`src/rtl/turn_sequencer.sv`:
```
// turn_sequencer
//    Game-turn controller for the shared 32x4 code RAM. Player 1 records a
//    symbol code, player 2 replays it guess by guess against the stored
//    code, then a result is shown. Owns the RAM port and lends it to the
//    VGA readout only while idle or showing a result.
//
// Ports
//    clock, resetn          system clock, asynchronous active-low reset
//    start                  1-cycle pulse, begins a round in IDLE/RESULT
//    p1_valid/_symbol/_done player 1 symbol strobe, symbol, end of recording
//    p1_ready               p1 symbol accepted this cycle if valid
//    p2_valid/_symbol/_done player 2 guess strobe, guess, give up
//    p2_ready               p2 guess accepted this cycle if valid
//    vga_req, vga_addr      VGA readout request and read address
//    vga_grant              vga_addr drives the RAM this cycle
//    ram_addr/_data/_wren   RAM port (combinational)
//    ram_q                  RAM read data, one cycle after address sampled
//    state                  current state encoding for the debug display
//    code_len, match_cnt    symbols recorded, guesses matched
//    result_valid, correct  showing a result, full code matched
module turn_sequencer #(
   parameter int ADDR_W = 5,
   parameter int DATA_W = 4,
   parameter int DEPTH  = 32
) (
   input  logic              clock,
   input  logic              resetn,
   input  logic              start,
   input  logic              p1_valid,
   input  logic [DATA_W-1:0] p1_symbol,
   input  logic              p1_done,
   output logic              p1_ready,
   input  logic              p2_valid,
   input  logic [DATA_W-1:0] p2_symbol,
   input  logic              p2_done,
   output logic              p2_ready,
   input  logic              vga_req,
   input  logic [ADDR_W-1:0] vga_addr,
   output logic              vga_grant,
   output logic [ADDR_W-1:0] ram_addr,
   output logic [DATA_W-1:0] ram_data,
   output logic              ram_wren,
   input  logic [DATA_W-1:0] ram_q,
   output logic [2:0]        state,
   output logic [5:0]        code_len,
   output logic [5:0]        match_cnt,
   output logic              result_valid,
   output logic              correct
);

   typedef enum logic [2:0] {
      IDLE    = 3'd0,
      P1_REC  = 3'd1,
      P2_PLAY = 3'd2,
      P2_CMP  = 3'd3,
      RESULT  = 3'd4
   } state_t;

   state_t              cur, nxt;
   logic [ADDR_W-1:0]   wr_ptr, wr_ptr_n;
   logic [5:0]          rd_ptr, rd_ptr_n;
   logic [5:0]          code_len_n, match_n;
   logic                correct_n;
   logic [DATA_W-1:0]   guess, guess_n;
   logic                done_seen, done_seen_n;
   logic                hit, last;

   assign state        = cur;
   assign ram_data     = p1_symbol;
   assign result_valid = (cur == RESULT);

   always_ff @(posedge clock or negedge resetn) begin
      if (!resetn) begin
         cur       <= IDLE;
         wr_ptr    <= '0;
         rd_ptr    <= '0;
         code_len  <= '0;
         match_cnt <= '0;
         correct   <= 1'b0;
         guess     <= '0;
         done_seen <= 1'b0;
      end else begin
         cur       <= nxt;
         wr_ptr    <= wr_ptr_n;
         rd_ptr    <= rd_ptr_n;
         code_len  <= code_len_n;
         match_cnt <= match_n;
         correct   <= correct_n;
         guess     <= guess_n;
         done_seen <= done_seen_n;
      end
   end

   always_comb begin
      nxt         = cur;
      wr_ptr_n    = wr_ptr;
      rd_ptr_n    = rd_ptr;
      code_len_n  = code_len;
      match_n     = match_cnt;
      correct_n   = correct;
      guess_n     = guess;
      done_seen_n = done_seen;
      p1_ready    = 1'b0;
      p2_ready    = 1'b0;
      vga_grant   = 1'b0;
      ram_addr    = '0;
      ram_wren    = 1'b0;
      hit         = 1'b0;
      last        = 1'b0;

      case (cur)
         IDLE, RESULT: begin
            vga_grant = vga_req;
            if (vga_req) ram_addr = vga_addr;
            if (start) begin
               nxt         = P1_REC;
               wr_ptr_n    = '0;
               rd_ptr_n    = '0;
               code_len_n  = '0;
               match_n     = '0;
               correct_n   = 1'b0;
               done_seen_n = 1'b0;
            end
         end

         P1_REC: begin
            p1_ready = (code_len < 6'(DEPTH));
            ram_addr = wr_ptr;
            if (p1_valid && p1_ready) begin
               ram_wren   = 1'b1;
               wr_ptr_n   = wr_ptr + 1'b1;
               code_len_n = code_len + 6'd1;
            end
            // A write in the same cycle as done counts toward the length.
            if (p1_done) begin
               if (code_len_n == 6'd0) begin
                  nxt       = RESULT;
                  correct_n = 1'b0;
               end else begin
                  nxt = P2_PLAY;
               end
            end
         end

         P2_PLAY: begin
            p2_ready = 1'b1;
            ram_addr = rd_ptr[ADDR_W-1:0];
            if (p2_done) done_seen_n = 1'b1;
            if (p2_valid) begin
               guess_n = p2_symbol;
               nxt     = P2_CMP;
            end else if (p2_done) begin
               nxt       = RESULT;
               correct_n = 1'b0;
            end
         end

         P2_CMP: begin
            ram_addr = rd_ptr[ADDR_W-1:0];
            hit      = (ram_q == guess);
            last     = ((rd_ptr + 6'd1) == code_len);
            match_n  = match_cnt + {5'd0, hit};
            rd_ptr_n = rd_ptr + 6'd1;
            // A give-up seen while waiting or comparing still lets the
            // in-flight guess be scored before the round ends.
            if (last || done_seen || p2_done) begin
               nxt       = RESULT;
               correct_n = last && (match_n == code_len) && (code_len != 6'd0);
            end else begin
               nxt = P2_PLAY;
            end
         end

         default: nxt = IDLE;
      endcase
   end

endmodule

```
`config.mk`:
```
export PLATFORM = sky130hd
export DESIGN_NAME = turn_sequencer
export DESIGN_NICKNAME = d
export VERILOG_FILES = /design/src/rtl/turn_sequencer.sv
export SDC_FILE = /design/constraint.sdc
export NUM_CORES = 1
export LEC_CHECK = 0
export CORE_UTILIZATION = 26
export DETAILED_ROUTE_END_ITERATION = 12
export HOLD_SLACK_MARGIN = 0.12
export REMOVE_ABC_BUFFERS = 1
export SLEW_MARGIN = 25
export SYNTH_ARGS = -nofsm -noshare
export SYNTH_HDL_FRONTEND = slang
export SYNTH_SLANG_ARGS = --single-unit
```
`constraint.sdc`:
```
create_clock -name clock -period 2.8 [get_ports clock]
set_input_delay 0.28 -clock clock [delete_from_list [all_inputs] [get_ports clock]]
set_output_delay 0.28 -clock clock [all_outputs]
set_load 0.005 [all_outputs]
```
# Yosys cells after proc, flatten, opt, wreduce, memory -nomap -nowiden
# Cells that the tools add are included.
# Widths: inputs -> output; s select.
op_classes:
  addsub: 4
  n_lt_le_gt_ge: 1
  eq_ne: 15
  muxes: 32
  n_reduce_logical: 21
ops:
  columns: ["op", "n"]
  rows:
  - ["$pmux 6 s2", 3]
  - ["$mux 3", 6]
  - ["$mux 6", 3]
  - ["$mux 5", 3]
  - ["$pmux 5 s3", 1]
  - ["$ne 2x2->1 const B", 7]
  - ["$add 6x1->6 const B", 2]
  - ["$eq 6x6->1", 2]
  - ["$mux 1", 12]
  - ["$pmux 3 s4", 1]
  - ["$pmux 5 s2", 1]
  - ["$reduce_and 3->1", 3]
  - ["$reduce_and 7->1", 1]
  - ["$add 6x1->6", 1]
  - ["$eq 3x2->1 const B", 2]
  - ["$logic_not 6->1", 1]
  - ["$lt 6x6->1 const B", 1]
  - ["$reduce_and 2->1", 3]
  - ["$reduce_bool 2->1", 3]
  - ["$reduce_bool 6->1", 1]
  - ["$add 5x1->5 const B", 1]
  - ["$eq 4x4->1", 1]
  - ["$pmux 1 s4", 1]
  - ["$reduce_bool 4->1", 1]
  - ["8 further kinds", 12]
word_totals:
  ff_bits: 32
  in_bits: 25
  output_inout_bits: 30
  wordCells: 81

# Depth between registers and ports, before layout
depth:
  depth_word: 8
  mapped_depth: 9

# Worst setup path before layout
# No wires, ideal clock.
synth_timing:
  path_kind: "reg2reg"
  from: "reg guess[1]"
  to: "reg correct"
  setup_ns: 0.121
  arrival_time_ns: 1.872
  required_time_ns: 2.679
  setup_slack_ns: 0.807
  path_stages_with_launch: 10
  path_cell_list: "dfrtp_1 xor2_1 nor4_1 ha_1 and3_1 and3_1 xnor2_1 nor3_1 nand2b_1 a22o_1"
synth_via:
  elab_chain_len: 7
synth_lines:
  columns: ["element", "line_no", "text"]
  rows:
  - ["start, declared", "64", "logic [DATA_W-1:0] guess, guess_n;"]
  - ["start signal, assigned", "89", "guess <= guess_n;"]
  - ["$eq 4x4->1", "160", "hit = (ram_q == guess);"]
  - ["$add 6x1->6", "162", "match_n = match_cnt + {5'd0, hit};"]
  - ["$eq 6x6->1", "168", "correct_n = last && (match_n == code_len) && (code_len != 6'd0);"]
  - ["$logic_and 1x1->1 (2 in series)", "168", null]
  - ["$mux 1", "166", "if (last || done_seen || p2_done) begin"]
  - ["$pmux 1 s4", "111", "case (cur)"]
  - ["end signal, assigned", "88", "correct <= correct_n;"]
  - ["end, declared", "48", "output logic correct"]
# No other way between the ends. The select of a mux whose other input is x is not followed.
# A chain may end at the register's enable or synchronous reset.

# Final worst setup path
layout_timing:
  from: "reg cur[0], in the netlist state[0]"
  to: "out ram_wren"
layout_via:
  elab_chain_len: 2
layout_lines:
  columns: ["element", "line_no", "text"]
  rows:
  - ["start, declared", "59", "state_t cur, nxt;"]
  - ["start signal, assigned", "83", "cur <= nxt;"]
  - ["$eq 3x1->1", "111", null]
  - ["$mux 1", "111", null]
  - ["end, declared", "42", "output logic ram_wren,"]
# No other way between the ends.

==> metrics <==
status completed; cell accounting for the most synthesized area dfrtp_1; register bit total from synthesis 32; Adder-Cell Fraction of Synth Area 3.57%; Layout area overhead 28.8%; total of max-cap violations 0; max-slew violations 0; critical path class reg2out; DRC viols 0; top-area cell type share of the netlist area 38.1%; post-DP HPWL 3990 µm; initial antenna violation count 0; worst skew pair latency 0.28 ns; die width 91.9 µm; largest net degree at the start of global routing 33; Max stage delay on crit path 0.55 ns; Pwr Density 722 nW/µm²; Synth Area in Simple Gates 22.2%; grt ovf 0; clock buffer depth 2; register area share after synthesis 38.1%; die span in y 91.9 µm; XOR/XNOR Fraction of Synth Area 13.0%; Root Buffer clkbuf_8; Final period util 88.6%; CP arrival 2.20 ns; Hold Violations, Final 0; slowest cell on the critical path dfrtp_1; Min-Delay Path Class in2async; initial cell density of the core 27.0%; core area 7770 µm²; leakage power 1.17 nW; crit-path leading delay family buffers and inverters; Synth async-reset ratio 100%; Detail Route Antenna Nets 0; WL final 5260 µm; CTS tree yes; area occupied by multi-input gates 1170 µm²; fin cells 384; drt pass-1 iters 4; Post-Place Cells 376; RSZ-0062 raised after global routing no; Max-slew headroom 50.3%; Worst Path Buf+Inv 2; Total GRT Usage 12.8%; Fillers 829; ANT cells 0; worst-path cell chain nand2b_2 -> nor2_2 -> nand2_1 -> inv_1 -> clkdlybuf4s50_1; cell area after synthesis 2100 µm²; I/O Pins 55; most common cell after layout, fill and taps aside clkdlybuf4s50_1; final number of setup-violating endpoints 0; commonest cells after routing, fill and taps aside clkdlybuf4s50_1, nand2_1, dfrtp_1; fin crit period 2.48 ns; # H-tree levels 2; routability cong. 0.811; Rows 32; vias per inst 4.78; combinational family with the most area after synthesis simple AND/OR/NAND/NOR gates; YS warnings 0; WL/cell 13.7 µm; post-synthesis instance total 241; Synth cell types 39; Reg area 801 µm²; initial drt markers 101; Least-Margin Pin Slew 0.743 ns; sinks on the clock net 32; Max FO, Critical Path 11; first-pass GRT wire length 8510 µm; vias 1837; vias in the first global route 1701; port bufs 46; Post-synth EDFFs 0; ys flop type dfrtp_1; crit path capture type primary output; complex-gate fraction of the synthesized area 14.9%; CTS clk-pin slew, worst paths 0.07 ns; fmax 403 MHz; top cells by area, synth dfrtp_1, o21ai_0, nand2_1; critical path launch point type flop; Peak VDD IR 0.370 mV; Worst Path Required 2.52 ns; setup TNS 0 ns; multiplexer share of the synthesized area 2.14%; share of cells above drive strength 1 7.09%; Total Die Area 8440 µm²; Worst Skew 0.00683 ns; Num CTS Buffers 5; Final #Nets 312; Syn Area/Cell 8.72 µm²
[report_power, final]
group	switching, mW	internal, mW	leakage [nW]
clock network	0.172	0.201	0.0455
logic	0.447	0.434	0.692
registers	0.142	0.558	0.432
total	0.762	1.19	1.17
[synthesized netlist by cell type (all sizes together), types with 2 or more instances]
cell type,instances
and3,7
nand4,5
xnor3,2
nor2b,3
xnor2,13
a211oi,2
o21ai,27
xor2,13
nand2,35
a22oi,5
clkbuf,4
nand3,6
ha,6
buf,12
o31ai,3
nor2,22
mux2,4
nand2b,2
and2,6
a21oi,6
inv,8
dfrtp,32
a22o,4
nor4,3
nor3,2
[worst reg2reg max path, stage by stage (launching register included)]
cell and delay, ns:
dfrtp_1 0.50, nor2b_1 0.59, nand2_1 0.41, o32ai_1 0.46, a211oi_1 0.09, a31oi_1 0.15
[per-layer routing]
layer | vias up | share of wire [%] | global-route usage [%]
li1 | 908 | - | -
met5 | - | 0 | 0
met1 | 878 | 47 | 17.2
met4 | 0 | 0.87 | 2.73
met2 | 45 | 47 | 20.6
met3 | 6 | 4.8 | 3.57
[logic make-up after synthesis]
family / after synthesis
simple gates: 95
compound gates: 52
flops: 32
xor+xnor: 28
buf+inv: 24
fa+ha+maj: 6
mux: 4
[flip-flops by register name (all words and copies together), names as in the netlist]
register   count
match_cnt      6
done_seen      1
state          3
guess          4
code_len       6
wr_ptr         5
rd_ptr         6
correct        1
[path summary, 6_finish.rpt]
path	cells after the start	end	slack [ns]	startpoint
worst max-delay path	5	ram_wren	0.32	state[0]
worst min-delay path	2	code_len[4]	0.40	resetn
worst max register to register	5	state[2]	0.54	state[1]
worst min register to register	2	done_seen	0.50	done_seen
max in group asynchronous	2	rd_ptr[3]	2.09	resetn
min in group clock	2	done_seen	0.50	done_seen
[cell type report]
| class | instances | area share (%) |
|---|---|---|
| clock buffer | 8 | 3.33 |
| multi-input combinational | 185 | 43.4 |
| inverter | 8 | 1.11 |
| sequential | 32 | 29.6 |
| timing repair buffer | 49 | 17.8 |
| tap | 102 | 4.72 |
[what timing repair did]
| action | CTS | global route |
|---|---|---|
| buffers inserted | 0 | 0 |
| hold buffers | 0 | 0 |
| hold endpoints to repair | 0 | 0 |
| gates resized for setup | 0 | 1 |
| endpoints found under the setup margin | 0 | 1 |
[per-stage QoR]
step	area, µm²	hold WS (ns)	total power [mW]	util [%]	worst slack (ns)
after detailed placement	2610	0.491	1.59	33.7	0.302
after floorplan	2000	-0.0156	1.19	-	0.807
after global placement	2610	0.489	1.58	33.7	0.321
after CTS	2700	0.422	1.97	34.8	0.121
after global routing	2710	0.436	2.11	34.8	0.126
final	2710	0.402	1.95	34.8	0.318
No activity file was read; power rests on OpenSTA's default activity.
